$ cat src/rtl/counter_load_sequencer.sv
// counter_load_sequencer
// Round-robin sequencer that shares one external loadable up-counter among
// NREQ requesters. A granted requester gets its start value loaded into the
// counter. The counter then runs until it reaches the requester's end value
// and is frozen there, and a one-cycle done pulse is returned to that requester.
// This block is the only driver of the counter's load and c_in pins.
//
// The counter is assumed to be a plain register: c_out <= load ? c_in : c_out + 1.
// Freezing the counter ("HOLD") is therefore done by reloading its own value.

module counter_load_sequencer #(
    parameter int NREQ  = 4,
    parameter int WIDTH = 4
) (
    input  logic                  clk,
    input  logic                  rst_n,
    input  logic                  ena,
    input  logic [NREQ-1:0]       req,
    input  logic [NREQ*WIDTH-1:0] req_start,
    input  logic [NREQ*WIDTH-1:0] req_end,
    output logic [NREQ-1:0]       gnt,
    output logic [NREQ-1:0]       done,
    output logic                  busy,
    output logic                  cnt_load,
    output logic [WIDTH-1:0]      cnt_value,
    input  logic [WIDTH-1:0]      cnt_q
);

    // Width of a requester index (round-robin pointer, current owner).
    localparam int PW = (NREQ > 1) ? $clog2(NREQ) : 1;

    typedef enum logic [1:0] {
        S_IDLE,
        S_LOAD,
        S_RUN
    } state_t;

    state_t           state;
    logic [PW-1:0]    ptr;       // requester searched first at next arbitration
    logic [PW-1:0]    owner;     // requester that holds the current grant
    logic [WIDTH-1:0] start_q;   // start value captured at grant
    logic [WIDTH-1:0] end_q;     // end value captured at grant

    logic             arb_found;
    logic [PW-1:0]    arb_idx;
    logic [PW-1:0]    ptr_next;
    int               arb_cand;

    logic             owner_req;
    logic             terminal;

    // The owner keeps its request high for the whole job; a low level is an abort.
    assign owner_req = req[owner];

    // The counter has reached the captured end value on this RUN cycle.
    assign terminal = (cnt_q == end_q);

    // Round-robin search: first requester at or after ptr, wrapping modulo NREQ.
    // NOTE: every variable written in this block gets a value before any branch,
    // so no path leaves one unassigned and no latch can be inferred.
    always_comb begin
        arb_found = 1'b0;
        arb_idx   = '0;
        arb_cand  = 0;
        for (int i = 0; i < NREQ; i++) begin
            arb_cand = int'(ptr) + i;
            if (arb_cand >= NREQ) begin
                arb_cand = arb_cand - NREQ;
            end
            if (!arb_found && req[arb_cand]) begin
                arb_found = 1'b1;
                arb_idx   = PW'(arb_cand);
            end
        end
    end

    // Pointer value after a grant: one past the winner, modulo NREQ.
    always_comb begin
        ptr_next = arb_idx + PW'(1);
        if (arb_idx == PW'(NREQ - 1)) begin
            ptr_next = '0;
        end
    end

    // Counter pin drive: HOLD by default, load start in LOAD, release while running.
    always_comb begin
        cnt_load  = 1'b1;
        cnt_value = cnt_q;
        if (!rst_n) begin
            // The counter clears itself during reset; leave its pins quiet.
            cnt_load  = 1'b0;
            cnt_value = '0;
        end else if (ena) begin
            case (state)
                S_LOAD: begin
                    if (owner_req) begin
                        cnt_value = start_q;
                    end
                end
                S_RUN: begin
                    // Aborted or terminal RUN cycles keep the HOLD default.
                    if (owner_req && !terminal) begin
                        cnt_load = 1'b0;
                    end
                end
                default: begin
                    // IDLE holds the counter at whatever value it has.
                end
            endcase
        end
    end

    // Sequencer FSM with registered grant, done and busy outputs.
    // NOTE: state is updated with non-blocking assignments so every register
    // samples the pre-edge values, independent of statement order.
    always_ff @(posedge clk) begin
        if (!rst_n) begin
            state   <= S_IDLE;
            gnt     <= '0;
            done    <= '0;
            busy    <= 1'b0;
            ptr     <= '0;
            // NOTE: the captured job registers are cleared too; nothing reads
            // them outside LOAD/RUN, but a known value keeps simulation X-free.
            owner   <= '0;
            start_q <= '0;
            end_q   <= '0;
        end else if (!ena) begin
            // Frozen: everything holds except the done pulse, which must not stretch.
            done <= '0;
        end else begin
            done <= '0;
            case (state)
                S_IDLE: begin
                    if (arb_found) begin
                        gnt     <= NREQ'(1) << arb_idx;
                        owner   <= arb_idx;
                        start_q <= req_start[int'(arb_idx)*WIDTH +: WIDTH];
                        end_q   <= req_end[int'(arb_idx)*WIDTH +: WIDTH];
                        ptr     <= ptr_next;
                        busy    <= 1'b1;
                        state   <= S_LOAD;
                    end
                end
                S_LOAD: begin
                    if (!owner_req) begin
                        gnt   <= '0;
                        busy  <= 1'b0;
                        state <= S_IDLE;
                    end else begin
                        state <= S_RUN;
                    end
                end
                S_RUN: begin
                    if (!owner_req) begin
                        // Abort wins over a coincident terminal cycle: no done.
                        gnt   <= '0;
                        busy  <= 1'b0;
                        state <= S_IDLE;
                    end else if (terminal) begin
                        done  <= NREQ'(1) << owner;
                        gnt   <= '0;
                        busy  <= 1'b0;
                        state <= S_IDLE;
                    end
                end
                default: begin
                    gnt   <= '0;
                    busy  <= 1'b0;
                    state <= S_IDLE;
                end
            endcase
        end
    end

endmodule
$ cat config.mk
export PLATFORM = sky130hd
export DESIGN_NAME = counter_load_sequencer
export DESIGN_NICKNAME = d
export VERILOG_FILES = /design/src/rtl/counter_load_sequencer.sv
export SDC_FILE = /design/constraint.sdc
export NUM_CORES = 1
export LEC_CHECK = 0
export ABC_AREA = 1
export CAP_MARGIN = 30
export CORE_UTILIZATION = 31
export CTS_BUF_LIST = sky130_fd_sc_hd__clkbuf_4
export CTS_CLUSTER_DIAMETER = 200
export DETAILED_ROUTE_END_ITERATION = 10
export GPL_ROUTABILITY_DRIVEN = 0
export SYNTH_ARGS = -nofsm -noshare
export SYNTH_HDL_FRONTEND = slang
export SYNTH_SLANG_ARGS = --single-unit
$ cat constraint.sdc
create_clock -name clk -period 2.5 [get_ports clk]
set_input_delay 0.375 -clock clk [delete_from_list [all_inputs] [get_ports clk]]
set_output_delay 0.375 -clock clk [all_outputs]
set_load 0.01 [all_outputs]
==> reports/metrics.csv, run 1 <==
metric,value,unit
status,finished clean,
cpPeakStageDelay,480,ps
critPathCaptureType,output port,
synth-seq-area-share,28.3,%
ctsLongestPathBuffers,2,
power-per-cell-area,994,mW/mm^2
fin_hold_ws,473,ps
hold_start,gnt[0],
min_period_over_period,94.2,%
antenna_found_initial,0,
core-area,0.00488,sq mm
max-vdd-ir-drop,0.631,mV
syn_inst,267,
hold_end,gnt[0],
root_buffer,clkbuf_4,
yosysTopAreaCell,dfxtp_1,
reg2reg_to,start_q[0],
path_max_fanout,6,
hold_depth,2,
synth.distinct_cells,25,
crit_slowest_cell,clkdlybuf4s50_1,
min_path_type,reg -> reg,
worstMarginPinSlew,437,ps
wl_met3,277,um
syn-num-nets,314,
cts_buffers,3,
antenna_cells,0,
period_needed,2360,ps
finalNetCount,387,
die-width,74.4,um
wl_met1,2020,um
top_layer_used,met4,
synthTopCellsByArea,"dfxtp_1 28%, nand2_1 24%, nand3_1 7.1%, nor2_1 5.8%, inv_1 5.3%",
port_buffers,56,
grt_pass1_wl,7180,um
required,2120,ps
fp.dieH,74.4,um
cp_cell_sequence,clkdlybuf4s50_1 > inv_1 > o21ai_2 > nand4_1 > nor2_1 > buf_4 > o21ai_0 > nor2_1 > clkdlybuf4s15_1,
reg2reg_from,ptr[0],
syn_area,0.00163,sq mm
tritoncts,yes,
initial_utilization,33.3,%
overflow,0,
path_common_cell,nor2_1,
syn_area_per_cell,6.09,sq um
ys_warn_count,0,
wire_per_inst,10.7,um
total_power,2.40,mW
clk_latency,310,ps
clkTransAtPathRegs,130,ps
path_delay_family,buffers and inverters,
hold_viol,0,
antenna_left,0,
wirelength,4330,um
reg2reg_depth,12,
worst-path-buf-inv,4,
num_vias,1817,
slew_viol_final,0,
leakage,1.19,nW
cts_max_level,1,
drt_iter0_markers,79,
start_kind,input port,
max_freq,425,MHz
wl_met2,2010,um
cts.sinks,23,
drv_cap,0,
io_pins,57,
rows,25,
dieArea,0.00554,sq mm
hpwl,3430,um
synth.ff_latch_count,23,
grt_max_degree,20,
finClkSkew,3.45,ps
viasPerCell,4.48,
critPathKind,in -> out,
first_global_vias,1623,
grt_usage,17.0,%
setup_viol_count_final,0,
cp.arrival,1980,ps
relSlewSlack,70.9,%
drc_errors,0,
areaGrowthSynthToFinish,48.4,%
reg2reg_slack,370,ps
synth_top_area_share,28.3,%
drive_gt1_share,13.6,%
drt_pass1_iterations,4,
[where the power goes]
group	switching [mW]	internal, mW
registers	0.0987	0.481
clock network	0.115	0.0731
logic	0.956	0.673
total	1.17	1.23
[cells in the final DEF, fill, tap and decap left out, types with 2 or more instances in the layout]
cell,Yosys,final
buf_4,0,18
nor2_4,2,2
nand3_1,23,23
nand3_4,2,2
a211oi_1,2,2
nor2_1,25,25
clkdlybuf4s50_1,0,51
nor3_1,3,2
inv_2,6,6
a21oi_1,10,10
nand2_1,106,106
clkbuf_4,0,4
inv_1,23,23
nor2_2,2,2
dlygate4sd2_1,0,3
nand2_2,5,5
xnor2_1,4,4
ha_1,4,4
dfxtp_1,23,23
o21ai_0,8,6
nand4_1,7,7
o21ai_2,0,2
[worst register-to-register path, stage by stage (launching register included)]
cell and delay, ps:
dfxtp_1 610, nand2_1 160, nand3_1 130, nand2_1 130
nor2_4 200, nand3_1 90, nand3_1 90, nand2_2 60
buf_4 160, nor2_4 190, nand3_1 120, nand2_1 80
nor2_1 30
[sequential cells by signal (all words and copies together), names as in the netlist]
register  count
start_q       4
owner         2
busy          1
end_q         4
gnt           4
state         2
done          4
ptr           2
[synthesized netlist by cell type, drive strengths merged]
cell,instances
dfxtp,23
nand3,26
clkbuf,2
nor3,3
nor3b,1
o21ai,8
a21oi,10
o211a,1
a211oi,2
nand2,111
buf,5
nand4,7
nor2,29
ha,4
inv,30
xnor2,4
and2,1
[cell type report]
type / count / area, sq um
clock buffer: 4 / 30.0
fill: 544 / 2470
inverter: 30 / 118
multi-input combinational: 207 / 1010
sequential: 23 / 460
tap: 67 / 83.8
timing repair buffer: 75 / 714
[kinds of logic after synthesis]
group | count (synthesis) | share of synthesized area [%]
adder cells (fa/ha/maj) | 4 | 3.08
AO/OA/AOI/OAI | 21 | 7.08
buffers and inverters | 37 | 10.7
flip-flops | 23 | 28.3
AND/OR/NAND/NOR | 178 | 48.7
XOR/XNOR | 4 | 2.16
[how the worst max path moves through the flow]
stage | from | to | slack [ps] | depth (start not counted)
finish | req[2] | cnt_value[3] | 140 | 9
global route | req[2] | cnt_value[3] | -0.8 | 9
CTS | req[0] | cnt_load | 20 | 10
detailed placement | req[0] | cnt_value[3] | -230 | 9
global placement | req[2] | cnt_value[3] | -210 | 9
floorplan | ptr[0] | ptr[1] | 560 | 13
[repair_timing]
action                     CTS  global route
pin swaps                    1             2
hold buffers                 0             0
buffers inserted             1             0
setup endpoints to repair    5             2
gates resized for setup      6             6
[per-stage QoR]
stage | setup WS [ps] | setup TNS [ps] | util (%) | std cells | area [sq um]
3_3_place_gp | -211 | -799 | 48.4 | 401 | 2360
3_5_place_dp | -228 | -836 | 48.4 | 401 | 2360
6_report | 145 | 0 | 49.4 | 406 | 2410
5_1_grt | -0.827 | -0.827 | 49.4 | 406 | 2410
2_1_floorplan | 558 | 0 | - | 267 | 1630
4_1_cts | 21.0 | 0 | 49.1 | 406 | 2390
[metal layers]
layer	vias to the layer above	GRT usage [%]
met2	60	28.8
met1	761	22.2
met3	4	3.79
met5	-	0
li1	992	-
met4	0	3.14
(Power assumes the default switching activity.)
==> inputs of run 2 (changes only) <==
--- a/config.mk
+++ b/config.mk
@@ -7,6 +7,8 @@
 export LEC_CHECK = 0
 export ABC_AREA = 1
 export CAP_MARGIN = 30
+export CORE_ASPECT_RATIO = 2
+export CORE_MARGIN = 3
 export CORE_UTILIZATION = 31
 export CTS_BUF_LIST = sky130_fd_sc_hd__clkbuf_4
 export CTS_CLUSTER_DIAMETER = 200
==> reports/metrics.csv, run 2 (synthesis results as in run 1) <==
metric,value,unit,change
status,finished clean,,
cts_setup_buffers,0,,-1
root_buffer,clkbuf_4,,
antenna_left,0,,unchanged
fp.dieH,108,um,+46%
clk_latency,310,ps,about the same
p_sw_share,49.4,%,+0.62 points
layout_commonest_cell,nand2_1,,
mostFrequentLayoutCells,"106 x nand2_1, 51 x clkdlybuf4s50_1, 25 x nor2_1",,
required,2120,ps,about the same
cts_hold_buf,0,,unchanged
setup_viol_count_final,0,,unchanged
grt_usage,15.6,%,-1.4 points
min_path_type,reg -> reg,,
cts_buffers,3,,unchanged
min_period_over_period,94.4,%,+0.17 points
cts.sinks,23,,unchanged
top_layer_used,met4,,
finalNetCount,388,,+0.26%
rsz0062_at_grt,false,,
cp.arrival,1980,ps,about the same
cp_cell_sequence,clkdlybuf4s50_1 > inv_1 > o21ai_1 > nand4_1 > nor2_1 > buf_4 > o21ai_0 > a21oi_1 > dlygate4sd2_1,,
slew_viol_final,0,,unchanged
initial_utilization,32.8,%,-0.50 points
core-area,0.00495,sq mm,+1.5%
cts_max_level,1,,unchanged
period_needed,2360,ps,+4.30 ps
hpwl,3870,um,+13%
drive_gt1_share,14.1,%,+0.55 points
areaGrowthSynthToFinish,48.0,%,
io_pins,57,,unchanged
final_cell_area,0.00241,sq mm,-0.26%
hold_viol,0,,unchanged
overflow,0,,unchanged
max_freq,424,MHz,-0.18%
dieArea,0.00620,sq mm,+12%
dp.cells,393,,-2.0%
viasPerCell,4.58,,+2.4%
drv_cap,0,,unchanged
relSlewSlack,76.6,%,+5.8 points
pwr-share-comb,68.3,%,+0.3 points
pwr-share-clk,7.4,%,-0.4 points
rows,36,,+44%
num_vias,1819,,+0.11%
die-width,57.2,um,-23%
drt_iter0_markers,19,,-76%
grt_pass1_wl,7700,um,+7.3%
max-vdd-ir-drop,0.736,mV,+17%
drc_errors,0,,unchanged
switchingPower,1.19,mW,+1.8%
tritoncts,yes,,
path_delay_family,buffers and inverters,,
wl_met3,152,um,-45%
seqPwrFrac,24.3,%,about the same
critPathCaptureType,output port,,
dpl_cell_area,0.00236,sq mm,+0.11%
antenna_found_initial,0,,unchanged
port_buffers,56,,unchanged
critPathKind,in -> out,,
wire_per_inst,11.8,um,+10%
start_kind,input port,,
pre_cts_slack,-239,ps,-10.5 ps
wl_met2,2680,um,+33%
wl_met1,1770,um,-12%
clkTransAtPathRegs,140,ps,about the same
worst_slack,140,ps,-4.30 ps
ctsLongestPathBuffers,2,,unchanged
grt_max_degree,20,,unchanged
finClkSkew,6.19,ps,+2.75 ps
drt_pass1_iterations,4,,unchanged
cellInternalPower,1.22,mW,-0.68%
leakage,1.20,nW,+0.54%
crit_slowest_cell,clkdlybuf4s50_1,,
cpPeakStageDelay,470,ps,about the same
fin_cells,397,,-2.2%
worst-path-buf-inv,4,,unchanged
antenna_cells,0,,unchanged
worstMarginPinSlew,350,ps,-86.9 ps
power-per-cell-area,1000,mW/mm^2,+0.81%
path_max_fanout,7,,+1
first_global_vias,1782,,+9.8%
wirelength,4680,um,+8.0%
[run 2: cell types whose count changed in the layout (fill, tap and decap cells not counted), sizes merged]
cell and delta:
buf +1, clkbuf -1, clkinv +1
[run 2: routing by layer]
layer | vias to the layer above | track usage (%)
met5 | - | 0
met4 | 0 | 5.14
met3 | 4 | 1.91
met2 | 48 | 31.0
met1 | 777 | 16.0
li1 | 990 | -
[run 2: tightest hold or removal path: stages, from the launching register on]
cell	delay [ps]
dfxtp_1	340
nand3_1	70
nand2_1	40
[run 2: through the flow]
step | hold WS, ps | utilization [%] | total power [mW] | TNS (ps)
after floorplan | 453 | - | 1.69 | 0
after global placement | 458 | 47.7 | 2.23 | -871
after detailed placement | 470 | 47.7 | 2.25 | -989
after CTS | 489 | 48.2 | 2.43 | 0
after global routing | 507 | 48.6 | 2.67 | 0
final | 482 | 48.6 | 2.41 | 0
[run 2: worst paths after layout]
kind | start | end | slack (ps) | depth (start not counted)
min | gnt[0] | gnt[0] | 480 | 2
min reg2reg | gnt[0] | gnt[0] | 480 | 2
max | req[2] | cnt_value[2] | 140 | 9
max reg2reg | ptr[0] | start_q[3] | 430 | 14
[run 2: area by class of cell]
| type | count | area (sq um) |
|---|---|---|
| Clock inverter | 1 | 5.00 |
| Inverter | 30 | 118 |
| Clock buffer | 3 | 22.5 |
| Timing Repair Buffer | 76 | 722 |
| Tap cell | 57 | 71.3 |
| Sequential cell | 23 | 462 |
| Fill cell | 513 | 2550 |
| Multi-Input combinational cell | 207 | 1010 |
[run 2: power by group through the flow]
| stage | Sequential [mW] | Clock (mW) | Combinational, mW |
|---|---|---|---|
| after detailed placement | 0.589 | 0 | 1.66 |
| after global routing | 0.601 | 0.199 | 1.87 |
| final | 0.585 | 0.179 | 1.65 |
| after floorplan | 0.556 | 0 | 1.14 |
| after CTS | 0.581 | 0.183 | 1.67 |
| after global placement | 0.588 | 0 | 1.64 |
[run 2: timing repair]
item                       in CTS  in global routing
pin swaps                       1                  0
setup endpoints to repair       5                  5
resized for setup               7                  6
